`src/rtl/vga_timing_gen.sv`:
```
`default_nettype none
// ============================================================================
// Module   : vga_timing_gen
// Brief    : Parametrised VGA timing generator with pixel-step enable, camera
//            read-request lead, blur-border flag and a sync/blank alignment pipe.
// Revision : 1.0 - initial release
// ============================================================================
module vga_timing_gen #(
    parameter int H_SYNC     = 96,
    parameter int H_BP       = 48,
    parameter int H_ACT      = 640,
    parameter int H_FP       = 16,
    parameter int V_SYNC     = 2,
    parameter int V_BP       = 33,
    parameter int V_ACT      = 480,
    parameter int V_FP       = 10,
    parameter bit HS_POL     = 1'b0,
    parameter bit VS_POL     = 1'b0,
    parameter int READ_LEAD  = 1,
    parameter int PIPE_DEPTH = 3,
    parameter int PAD        = 2,
    parameter int COORD_W    = 13
) (
    input  logic               CLOCK_50,
    input  logic               RESET_N,
    input  logic               pix_ce,
    input  logic               soft_clear,
    output logic               VGA_HS,
    output logic               VGA_VS,
    output logic               VGA_BLANK_N,
    output logic               orequest,
    output logic [COORD_W-1:0] col,
    output logic [COORD_W-1:0] row,
    output logic               active,
    output logic               pad,
    output logic               line_start,
    output logic               frame_start,
    output logic [15:0]        frame_count
);

    localparam logic [COORD_W-1:0] c_h_sync = COORD_W'(H_SYNC);
    localparam logic [COORD_W-1:0] c_h_beg  = COORD_W'(H_SYNC + H_BP);
    localparam logic [COORD_W-1:0] c_h_end  = COORD_W'(H_SYNC + H_BP + H_ACT);
    localparam logic [COORD_W-1:0] c_h_last = COORD_W'(H_SYNC + H_BP + H_ACT + H_FP - 1);
    localparam logic [COORD_W-1:0] c_v_sync = COORD_W'(V_SYNC);
    localparam logic [COORD_W-1:0] c_v_beg  = COORD_W'(V_SYNC + V_BP);
    localparam logic [COORD_W-1:0] c_v_end  = COORD_W'(V_SYNC + V_BP + V_ACT);
    localparam logic [COORD_W-1:0] c_v_last = COORD_W'(V_SYNC + V_BP + V_ACT + V_FP - 1);
    localparam logic [COORD_W:0]   c_lead   = (COORD_W+1)'(READ_LEAD);
    localparam logic [COORD_W-1:0] c_pad    = COORD_W'(PAD);
    localparam logic [COORD_W-1:0] c_col_hi = COORD_W'(H_ACT - PAD);
    localparam logic [COORD_W-1:0] c_row_hi = COORD_W'(V_ACT - PAD);
    localparam logic [PIPE_DEPTH:0] c_hs_idle    = {(PIPE_DEPTH+1){~HS_POL}};
    localparam logic [PIPE_DEPTH:0] c_vs_idle    = {(PIPE_DEPTH+1){~VS_POL}};
    localparam logic [PIPE_DEPTH:0] c_blank_idle = '0;

    logic [COORD_W-1:0] x_q, x_d, y_q, y_d;
    logic [COORD_W-1:0] col_q, col_d, row_q, row_d;
    logic               active_q, active_d, pad_q, pad_d, orequest_q, orequest_d;
    logic               line_start_q, line_start_d, frame_start_q, frame_start_d;
    logic [15:0]        frame_count_q, frame_count_d;
    logic [PIPE_DEPTH:0] hs_pipe_q, hs_pipe_d, vs_pipe_q, vs_pipe_d;
    logic [PIPE_DEPTH:0] blank_pipe_q, blank_pipe_d;

    logic               hs_raw, vs_raw, h_act, v_act, act, req_raw, pad_raw;
    logic [COORD_W:0]   x_lead;
    logic [COORD_W-1:0] col_raw, row_raw;

    always_comb begin
        hs_raw  = (x_q < c_h_sync);
        vs_raw  = (y_q < c_v_sync);
        h_act   = (x_q >= c_h_beg) && (x_q < c_h_end);
        v_act   = (y_q >= c_v_beg) && (y_q < c_v_end);
        act     = h_act && v_act;
        // Look-ahead stays on the current line, so the request never leaks
        // into vertical blanking.
        x_lead  = {1'b0, x_q} + c_lead;
        req_raw = v_act && (x_lead >= {1'b0, c_h_beg}) && (x_lead < {1'b0, c_h_end});
        col_raw = act ? (x_q - c_h_beg) : '0;
        row_raw = act ? (y_q - c_v_beg) : '0;
        pad_raw = act && ((col_raw < c_pad) || (col_raw >= c_col_hi) ||
                          (row_raw < c_pad) || (row_raw >= c_row_hi));
    end

    always_comb begin
        x_d           = x_q;
        y_d           = y_q;
        col_d         = col_q;
        row_d         = row_q;
        active_d      = active_q;
        pad_d         = pad_q;
        orequest_d    = orequest_q;
        line_start_d  = 1'b0;
        frame_start_d = 1'b0;
        frame_count_d = frame_count_q;
        hs_pipe_d     = hs_pipe_q;
        vs_pipe_d     = vs_pipe_q;
        blank_pipe_d  = blank_pipe_q;

        if (soft_clear) begin
            x_d          = '0;
            y_d          = '0;
            col_d        = '0;
            row_d        = '0;
            active_d     = 1'b0;
            pad_d        = 1'b0;
            orequest_d   = 1'b0;
            hs_pipe_d    = c_hs_idle;
            vs_pipe_d    = c_vs_idle;
            blank_pipe_d = c_blank_idle;
        end else if (pix_ce) begin
            if (x_q == c_h_last) begin
                x_d = '0;
                y_d = (y_q == c_v_last) ? '0 : y_q + 1'b1;
            end else begin
                x_d = x_q + 1'b1;
            end
            col_d         = col_raw;
            row_d         = row_raw;
            active_d      = act;
            pad_d         = pad_raw;
            orequest_d    = req_raw;
            line_start_d  = (x_q == '0);
            frame_start_d = (x_q == '0) && (y_q == '0);
            if (frame_start_d)
                frame_count_d = frame_count_q + 16'd1;
            hs_pipe_d[0]    = hs_raw ? HS_POL : ~HS_POL;
            vs_pipe_d[0]    = vs_raw ? VS_POL : ~VS_POL;
            blank_pipe_d[0] = act;
            for (int i = 1; i <= PIPE_DEPTH; i++) begin
                hs_pipe_d[i]    = hs_pipe_q[i-1];
                vs_pipe_d[i]    = vs_pipe_q[i-1];
                blank_pipe_d[i] = blank_pipe_q[i-1];
            end
        end
    end

    always_ff @(posedge CLOCK_50 or negedge RESET_N) begin
        if (!RESET_N) begin
            x_q           <= '0;
            y_q           <= '0;
            col_q         <= '0;
            row_q         <= '0;
            active_q      <= 1'b0;
            pad_q         <= 1'b0;
            orequest_q    <= 1'b0;
            line_start_q  <= 1'b0;
            frame_start_q <= 1'b0;
            frame_count_q <= '0;
            hs_pipe_q     <= c_hs_idle;
            vs_pipe_q     <= c_vs_idle;
            blank_pipe_q  <= c_blank_idle;
        end else begin
            x_q           <= x_d;
            y_q           <= y_d;
            col_q         <= col_d;
            row_q         <= row_d;
            active_q      <= active_d;
            pad_q         <= pad_d;
            orequest_q    <= orequest_d;
            line_start_q  <= line_start_d;
            frame_start_q <= frame_start_d;
            frame_count_q <= frame_count_d;
            hs_pipe_q     <= hs_pipe_d;
            vs_pipe_q     <= vs_pipe_d;
            blank_pipe_q  <= blank_pipe_d;
        end
    end

    assign VGA_HS      = hs_pipe_q[PIPE_DEPTH];
    assign VGA_VS      = vs_pipe_q[PIPE_DEPTH];
    assign VGA_BLANK_N = blank_pipe_q[PIPE_DEPTH];
    assign orequest    = orequest_q;
    assign col         = col_q;
    assign row         = row_q;
    assign active      = active_q;
    assign pad         = pad_q;
    assign line_start  = line_start_q;
    assign frame_start = frame_start_q;
    assign frame_count = frame_count_q;

endmodule
`default_nettype wire

```
`config.mk`:
```
export PLATFORM = sky130hd
export DESIGN_NAME = vga_timing_gen
export DESIGN_NICKNAME = d
export VERILOG_FILES = /design/src/rtl/vga_timing_gen.sv
export SDC_FILE = /design/constraint.sdc
export NUM_CORES = 1
export LEC_CHECK = 0
export BUFFER_PORTS_ARGS = -buffer_cell sky130_fd_sc_hd__buf_4
export CAP_MARGIN = 20
export CORE_MARGIN = 4
export CORE_UTILIZATION = 53
export DETAILED_ROUTE_END_ITERATION = 7
export PLACE_DENSITY = 0.76
export SYNTH_ARGS = -nofsm -noshare
export SYNTH_HDL_FRONTEND = slang
export SYNTH_SLANG_ARGS = --single-unit
```
`constraint.sdc`:
```
create_clock -name CLOCK_50 -period 2.48 [get_ports CLOCK_50]
set_input_delay 0 -clock CLOCK_50 [delete_from_list [all_inputs] [get_ports CLOCK_50]]
set_output_delay 0 -clock CLOCK_50 [all_outputs]
set_load 0.01 [all_outputs]
```
==> metrics, run 1 <==
status=finished, final reports clean; Routed Wire Length=12,050 µm; Die H=slightly above 100 µm; Synth area leader=dfrtp_1; sequential area share after synthesis=44.98%; Root Driver=clkbuf_8; CTS Buffer Depth=2; setup bufs post-CTS=0; Core Footprint=8678 µm²; full die area=around 10,000 µm²; # diodes=0; post-synthesis register bit count=84; DR WL/cell=16.95 µm; Area growth, synth to finish=21.66%; DP Cell Count=691; grt met1 use=36.44%; Post-synth top cells=76 x dfrtp_1, 54 x nand2_1, 54 x o21ai_0; vias in the first global route=4,008; Final setup violation count=0; RSZ-0062 raised after global routing=true; crit-path cells=or4_4 > or3_4 > or4_4 > nor3_2 > nand4_1 > xnor2_1; Iter 0 DRT Violations=329; Slew Limit Fails=0; Worst-path clk slew=0.10 ns; CTS HTree Levels=3; WP data required=about 2.7 ns; Yosys cell types=62; IO buf count=53; Initial Util=54.11%; top cell type's share of synthesized area=about 41%; drt via density=~5.9; Worst Path Arrival=2.65 ns; Post-synth EDFFs=0; CTS Buf Count=9; remaining antenna violation count after routing=0; post-synthesis cell count=525; nets=611; Placed Area=~5400 µm²; largest stage delay on the critical path=0.54 ns; routed vias=4,210; CTS tree=built; met3 Use GR=roughly 4.4%; crit start category=register; Critical-path top delay cell=or4_4; main flop type after synthesis=dfrtp_1; crit-path max FO=3; GR Overflow Total=0; clock sink total=84; syn avg cell area=~8.9 µm²; worst-margin pin slew=0.7079 ns; yosys warns=0; Period Utilization, post-route=96.37%; row cnt=34; PwrDens=around 510 nW/µm²; Peak VDD IR=0.2807 mV; largest net degree at the start of global routing=85; Mapped Nets=538; Routability Congestion=0.9270; Worst Setup Path Type=reg -> reg; min Tclk post-route=2.390 ns; fin cells=approximately 700; first drt pass iteration count=5; synthesized area=4696 µm²; post-route cell area=5713 µm²; Max Freq=roughly 420 MHz; initial antenna violation count=0; Area contributors post-synth=dfrtp_1 41%, o21ai_0 5.8%, dfstp_2 4.5%; Setup Skew=0.01391 ns; Die W=102.1 µm; DRC=0; relative slew slack=52.19%; layout cell share with drive strength beyond 1=23.88%; total of max-cap violations=0; global route hottest layer=met1; Lkg Pwr=~2.6 nW; final hold violations=0; met2 Use GR=36.13%; Post-synth ARST share=100.0%; io pins=54; count leader, synth=dfrtp_1; clock latency on the worst-skew pair=0.37 ns; HP Class=in -> async; first-pass GRT wire length=20,330 µm; Worst Setup End Kind=register; CP most frequent cell=or4_4; HPWL Detailed=8385 µm; Global Route Usage Sum=24.58%
## cell usage in the layout (no fill, tap or decap), types with 3 or more instances in the layout
master / count
o41ai_1: 5
inv_6: 3
nand2_1: 54
clkbuf_8: 9
a211o_1: 6
dfrtp_1: 75
nor4_1: 5
dlygate4sd3_1: 3
a21oi_1: 11
dfstp_2: 8
nor3b_1: 4
buf_4: 100
o22ai_1: 3
or2_2: 4
o21ai_0: 54
nor2b_1: 7
o31ai_1: 14
o211ai_1: 4
ha_1: 9
inv_1: 15
xnor2_1: 18
nand4_1: 10
mux2i_1: 3
a31oi_1: 5
and2_1: 5
nand2b_1: 6
nand3_1: 23
xor2_1: 16
and3_1: 9
a21o_1: 5
a211oi_1: 3
a22o_1: 5
nor2_1: 41
nor3_1: 12
## state kept, by name, indices dropped and copies added (netlist names)
name          count
frame_start       1
orequest          1
x_q              13
blank_pipe_q      4
frame_count      16
pad               1
vs_pipe_q         4
line_start        1
col              13
hs_pipe_q         4
row              13
y_q              13
## metal layers
metal  routed length [µm]  part of all wire (%)
met1                 5741                    48
met2                 5358                    44
met3                  731                   6.1
met4                  215                   1.8
met5                    0                     0
## through the flow
stage	hold slack (ns)	worst slack [ns]	power [mW]	TNS, ns	utilization [%]
3_3_place_gp	0.2351	0.07392	1.877	0	62.49
3_5_place_dp	0.2597	-0.04974	1.893	-0.1395	62.49
4_1_cts	0.4108	0.03451	2.908	0	65.18
5_1_grt	0.1725	-0.05877	3.043	-0.1659	65.83
2_1_floorplan	-0.2956	0.05672	1.703	0	-
6_report	0.1332	0.09012	2.898	0	65.83
## power breakdown
group,switching (mW),internal [mW]
Combinational,0.218,0.172
Sequential,0.0683,1.43
Clock,0.539,0.473
Total,0.826,2.07
## kinds of logic after synthesis
kind of cell	count (synthesis)	synth area share, %
adder cells (fa/ha/maj)	9	2.398
multiplexers	5	1.119
buffers and inverters	57	4.636
AND/OR/NAND/NOR	203	22.12
XOR/XNOR	34	6.341
AO/OA/AOI/OAI	133	18.41
flip-flops	84	44.98
## area by class of cell
| type | count | area [µm²] |
|---|---|---|
| tap | 108 | 135.1 |
| clock buffer | 9 | 123.9 |
| clock inverter | 7 | 73.82 |
| inverter | 15 | 56.30 |
| sequential | 84 | 2113 |
| multi-input combinational | 384 | 2402 |
| timing repair buffer | 104 | 808.3 |
| fill | 699 | 2965 |
## worst paths after layout
check                                                 start                          end  slack [ns]  depth (start not counted)
min in group CLOCK_50           frame_count[15]$_DFFE_PN0P_  frame_count[15]$_DFFE_PN0P_        0.49                          1
worst min-delay path                                RESET_N   frame_count[6]$_DFFE_PN0P_        0.13                          2
worst max register to register           y_q[9]$_DFFE_PN0P_  frame_count[14]$_DFFE_PN0P_        0.09                          6
max in group asynchronous                           RESET_N     hs_pipe_q[1]$_DFFE_PN1P_        1.68                          3
worst min register to register  frame_count[15]$_DFFE_PN0P_  frame_count[15]$_DFFE_PN0P_        0.49                          1
worst max-delay path                     y_q[9]$_DFFE_PN0P_  frame_count[14]$_DFFE_PN0P_        0.09                          6
## what timing repair did
action / CTS / global route
setup endpoints to repair: 7 / 25
resized for setup: 1 / 6
hold buffers: 3 / 0
endpoints found under the hold margin: 85 / 0
## critical path, delay by kind of cell (launching register included)
kind | cells | cell delay (ns)
and+or+nand+nor | 5 | 1.77
DFF | 1 | 0.38
xor gates and xnor gates | 1 | 0.14
No activity file was read; power rests on OpenSTA's default activity.
==> run 2, diff against run 1 <==
BUFFER_PORTS_ARGS = not set   (was -buffer_cell sky130_fd_sc_hd__buf_4)
CORE_UTILIZATION = 58   (was 53)
DONT_BUFFER_PORTS = 1   (was not set)
REMOVE_ABC_BUFFERS = 1   (was not set)
==> run 2 against run 1 <==
  * Fmax shrank 2.8%
  * Non-clock buffer count decreased by 54
  * Sequential power barely moved
  * Clock-buffer cell count increased by 1
  * Final area down 6.6%
  * Total power increased by 1.1%
==> metrics, run 2 (synthesis results as in run 1) <==
Final setup violation count=0; HPWL Detailed=about 8000 µm; final hold violations=0; Slew Limit Fails=0; RSZ-0062 raised after global routing=true; CTS HTree Levels=3; min Tclk post-route=2.459 ns; PwrDens=548.9 nW/µm²; # diodes=0; post-route cell area=5336 µm²; DRC=0; Setup Skew=0.01622 ns; full die area=9600 µm²; Worst-path clk slew=approximately 0.1 ns; clock sink total=84; most frequent cells in the layout=76 x dfrtp_1, 54 x nand2_1, 54 x o21ai_0; PnR worst setup slack=0.02051 ns; GR Overflow Total=0; HP Class=in -> reg; clock latency on the worst-skew pair=0.36 ns; Lkg Pwr=2.413 nW; Worst Setup End Kind=register; final core occ=68.35%; total of max-cap violations=0; layout cell share with drive strength beyond 1=15.12%; worst-margin pin slew=0.6526 ns; Die W=97.98 µm; row cnt=32; initial antenna violation count=0; crit start category=register; Routability Congestion=0.9810; remaining antenna violation count after routing=0; CTS Buf Count=9; first drt pass iteration count=6; Initial Util=60.14%; Worst Setup Path Type=reg -> reg; vias in the first global route=3,894; IO buf count=0; Period Utilization, post-route=~99%; Routed Wire Length=11,880 µm; final total power=approximately 2.9 mW; DP Cell Count=625; CTS tree=built; routed vias=~4,000; Core Footprint=about 8000 µm²; commonest non-fill, non-tap cell in the layout=dfrtp_1; Largest register FFs=16; DR WL/cell=about 18 µm; first-pass GRT wire length=19,310 µm; Global Route Usage Sum=between 20% and 30%; WP data required=2.72 ns; drt via density=6.203; Placed Area=4977 µm²; Hold WS=0.01303 ns; Peak VDD IR=0.3404 mV; Max Freq=approximately 410 MHz; nets=557; fin cells=651; Worst Path Arrival=between 2 and 3 ns; Setup Slack @ Placement=0.001504 ns; largest net degree at the start of global routing=85; CTS Buffer Depth=2; setup_tns=0 ns; io pins=54; crit-path max FO=5; relative slew slack=56.02%; Area growth, synth to finish=13.64%; Iter 0 DRT Violations=375; status=finished, final reports clean; Die H=approximately 98 µm; Root Driver=clkbuf_8
[run 2: where the power goes]
group | internal [mW] | switching [mW]
clock network | 0.579 | 0.527
logic | 0.123 | 0.179
registers | 1.43 | 0.0939
total | 2.13 | 0.800
[run 2: final timing paths]
kind / from / endpoint / slack, ns / depth (start not counted)
max: y_q[9]$_DFFE_PN0P_ / frame_count[14]$_DFFE_PN0P_ / 0.02 / 6
min: soft_clear / blank_pipe_q[0]$_DFFE_PN0P_ / 0.01 / 4
max reg2reg: y_q[9]$_DFFE_PN0P_ / frame_count[14]$_DFFE_PN0P_ / 0.02 / 6
min reg2reg: hs_pipe_q[0]$_DFFE_PN1P_ / hs_pipe_q[0]$_DFFE_PN1P_ / 0.51 / 2
max in group asynchronous: RESET_N / vs_pipe_q[1]$_DFFE_PN1P_ / 1.92 / 2
min in group asynchronous: RESET_N / blank_pipe_q[0]$_DFFE_PN0P_ / 0.22 / 2
[run 2: layout make-up]
type	count	area (µm²)
fill	589	2471
inverter	15	56.30
timing repair buffer	50	422.9
multi-input combinational	384	2395
tap	102	127.6
sequential	84	2112
clock buffer	10	127.6
clock inverter	6	95.09
[run 2: critical path: stages (launching register included)]
cell and delay, ns:
dfrtp_1 0.38, or4_4 0.55, or3_4 0.38, or4_4 0.54
nor3_4 0.20, nand4_1 0.14, xnor2_1 0.15
[run 2: timing repair]
action / 4_1_cts / 5_1_grt
buffers inserted: 0 / 3
hold buffers: 7 / 0
resized for setup: 1 / 3
endpoints found under the hold margin: 102 / 0
endpoints found under the setup margin: 2 / 16
pin swaps: 0 / 3
[run 2: per-layer routing]
metal	global-route usage (%)	vias to the layer above	part of all wire, %
met5	0	-	0
met4	8.946	0	1.8
met3	6.786	19	8.6
met2	36.70	175	46
met1	34.40	1936	43
li1	-	1908	-
==> run 3, diff against run 2 <==
BUFFER_PORTS_ARGS = -buffer_cell sky130_fd_sc_hd__buf_4   (was not set)
CORE_UTILIZATION = 53   (was 58)
DONT_BUFFER_PORTS = not set   (was 1)
==> run 3 against run 2 <==
  * Clock skew decreased by 0.0037 ns
  * Register-to-register slack improved by 0.05 ns
  * Die area grew 8.6%
  * Wire length decreased by 2.2%
  * Sequential power about the same
  * Final cell count grew 9.1%
  * Core utilization decreased by 2.3 points
  * Total power grew 2.7%
  * Sequential share of layout area fell by 2.7 points
  * First-iteration DRC count grew 6.1%
  * Via count increased by 4.5%
  * Setup slack gained 0.046 ns
  * Critical endpoint is now pad$_DFFE_PN0P_
==> metrics, run 3 (synthesis results as in run 1) <==
Critical-path top delay cell=or4b_2; min Tclk post-route=between 2 and 2.5 ns; final total power=3.007 mW; DP Cell Count=between 600 and 700; Die W=102.1 µm; worst-margin pin slew=~0.73 ns; initial antenna violation count=0; Lkg Pwr=2.682 nW; DRC=0; Worst Setup End Kind=register; Peak VDD IR=0.3726 mV; crit-path max FO=8; clock latency on the worst-skew pair=0.36 ns; RSZ-0062 raised after global routing=true; CTS HTree Levels=3; final hold violations=0; DR WL/cell=16.37 µm; Period Utilization, post-route=97.31%; layout cell share with drive strength beyond 1=23.75%; largest net degree at the start of global routing=85; commonest non-fill, non-tap cell in the layout=buf_4; FF-to-FF path depth=6; relative slew slack=51.23%; crit path buf inv count=0; Worst Setup Path Type=reg -> reg; clock sink total=84; Global Route Usage Sum=22.80%; Routability Congestion=0.9054; vias in the first global route=3,955; total of max-cap violations=0; Seq. cell area=2113 µm²; row cnt=34; crit-path cells=a2111o_1 > or4b_2 > a21oi_1 > o22ai_1 > nor3b_1 > a32oi_1; # diodes=0; Top Family by Delay on Critical Path=compound AO/OA/AOI/OAI gates; Setup Slack @ Placement=0.04410 ns; Worst Path Arrival=2.64 ns; Root Driver=clkbuf_8; Multi-input gate area=approximately 2400 µm²; io pins=54; Final setup violation count=0; # fillers=720; HPWL Detailed=8091 µm; Stages on worst setup path=6; Routed Wire Length=11,630 µm; crit start category=register; fin cells=710; Area growth, synth to finish=22.14%; WP data required=2.71 ns; IO buf count=53; Worst-path clk slew=0.09 ns; CTS tree=built; first-pass GRT wire length=19,110 µm; full die area=~10,000 µm²; Iter 0 DRT Violations=398; PwrDens=524.3 nW/µm²; Hold Path Depth=2; Initial Util=54.11%; Die H=approximately 100 µm; Core Footprint=roughly 8700 µm²; status=finished, final reports clean; nets=610; most frequent cells in the layout=100 x buf_4, 75 x dfrtp_1, 54 x nand2_1, 54 x o21ai_0, 41 x nor2_1; drt via density=between 5 and 6; Largest register FFs=16; Slew Limit Fails=0; CTS Buffer Depth=2; Setup Skew=0.01254 ns; Hold WS=approximately 0.0077 ns; largest stage delay on the critical path=approximately 0.66 ns; HP Class=in -> reg; remaining antenna violation count after routing=0; CTS Buf Count=9; routed vias=4,219; first drt pass iteration count=4; Max Freq=slightly above 400 MHz; PnR worst setup slack=0.06672 ns; GR Overflow Total=0
## run 3: cell type report
class / instances / share of cell area [%]
tap: 108 / 2.356
timing repair buffer: 103 / 13.96
inverter: 15 / 0.9817
clock buffer: 11 / 2.465
clock inverter: 5 / 1.483
sequential: 84 / 36.85
multi-input combinational: 384 / 41.91
## run 3: path summary, 6_finish.rpt
check	startpoint	end	slack, ns
max reg2reg	y_q[1]$_DFFE_PN0P_	pad$_DFFE_PN0P_	0.07
min	pix_ce	hs_pipe_q[1]$_DFFE_PN1P_	0.008
max	y_q[1]$_DFFE_PN0P_	pad$_DFFE_PN0P_	0.07
min reg2reg	frame_count[15]$_DFFE_PN0P_	frame_count[15]$_DFFE_PN0P_	0.47
min in group asynchronous	RESET_N	frame_count[6]$_DFFE_PN0P_	0.15
max in group asynchronous	RESET_N	y_q[1]$_DFFE_PN0P_	1.69
## run 3: what timing repair did
| action | CTS | global route |
|---|---|---|
| hold buffers | 1 | 0 |
| endpoints found under the hold margin | 76 | 0 |
| gates resized for setup | 0 | 7 |
| setup endpoints to repair | 0 | 28 |
| setup buffers | 0 | 6 |
## run 3: where the power goes
part | internal [mW] | total (mW) | leakage (nW) | switching, mW
clock | 0.601 | 1.12 | 0.110 | 0.515
combinational | 0.182 | 0.398 | 1.44 | 0.217
sequential | 1.43 | 1.49 | 1.13 | 0.0654
total | 2.21 | 3.01 | 2.68 | 0.797
## run 3: per-stage QoR
stage / instance area (µm²) / setup TNS (ns) / util (%)
after detailed placement: 5398 / 0 / 62.20
after global placement: 5398 / 0 / 62.20
after global routing: 5736 / -0.4953 / 66.09
final: 5736 / 0 / 66.09
after floorplan: 4534 / 0 / -
after CTS: 5634 / 0 / 64.92
## run 3: routing by layer
layer / vias up / GRT usage (%) / share of wire (%)
li1: 2021 / - / -
met1: 2042 / 33.20 / 46
met2: 146 / 35.38 / 46
met3: 10 / 3.549 / 6.4
met4: 0 / 6.660 / 0.95
met5: - / 0 / 0
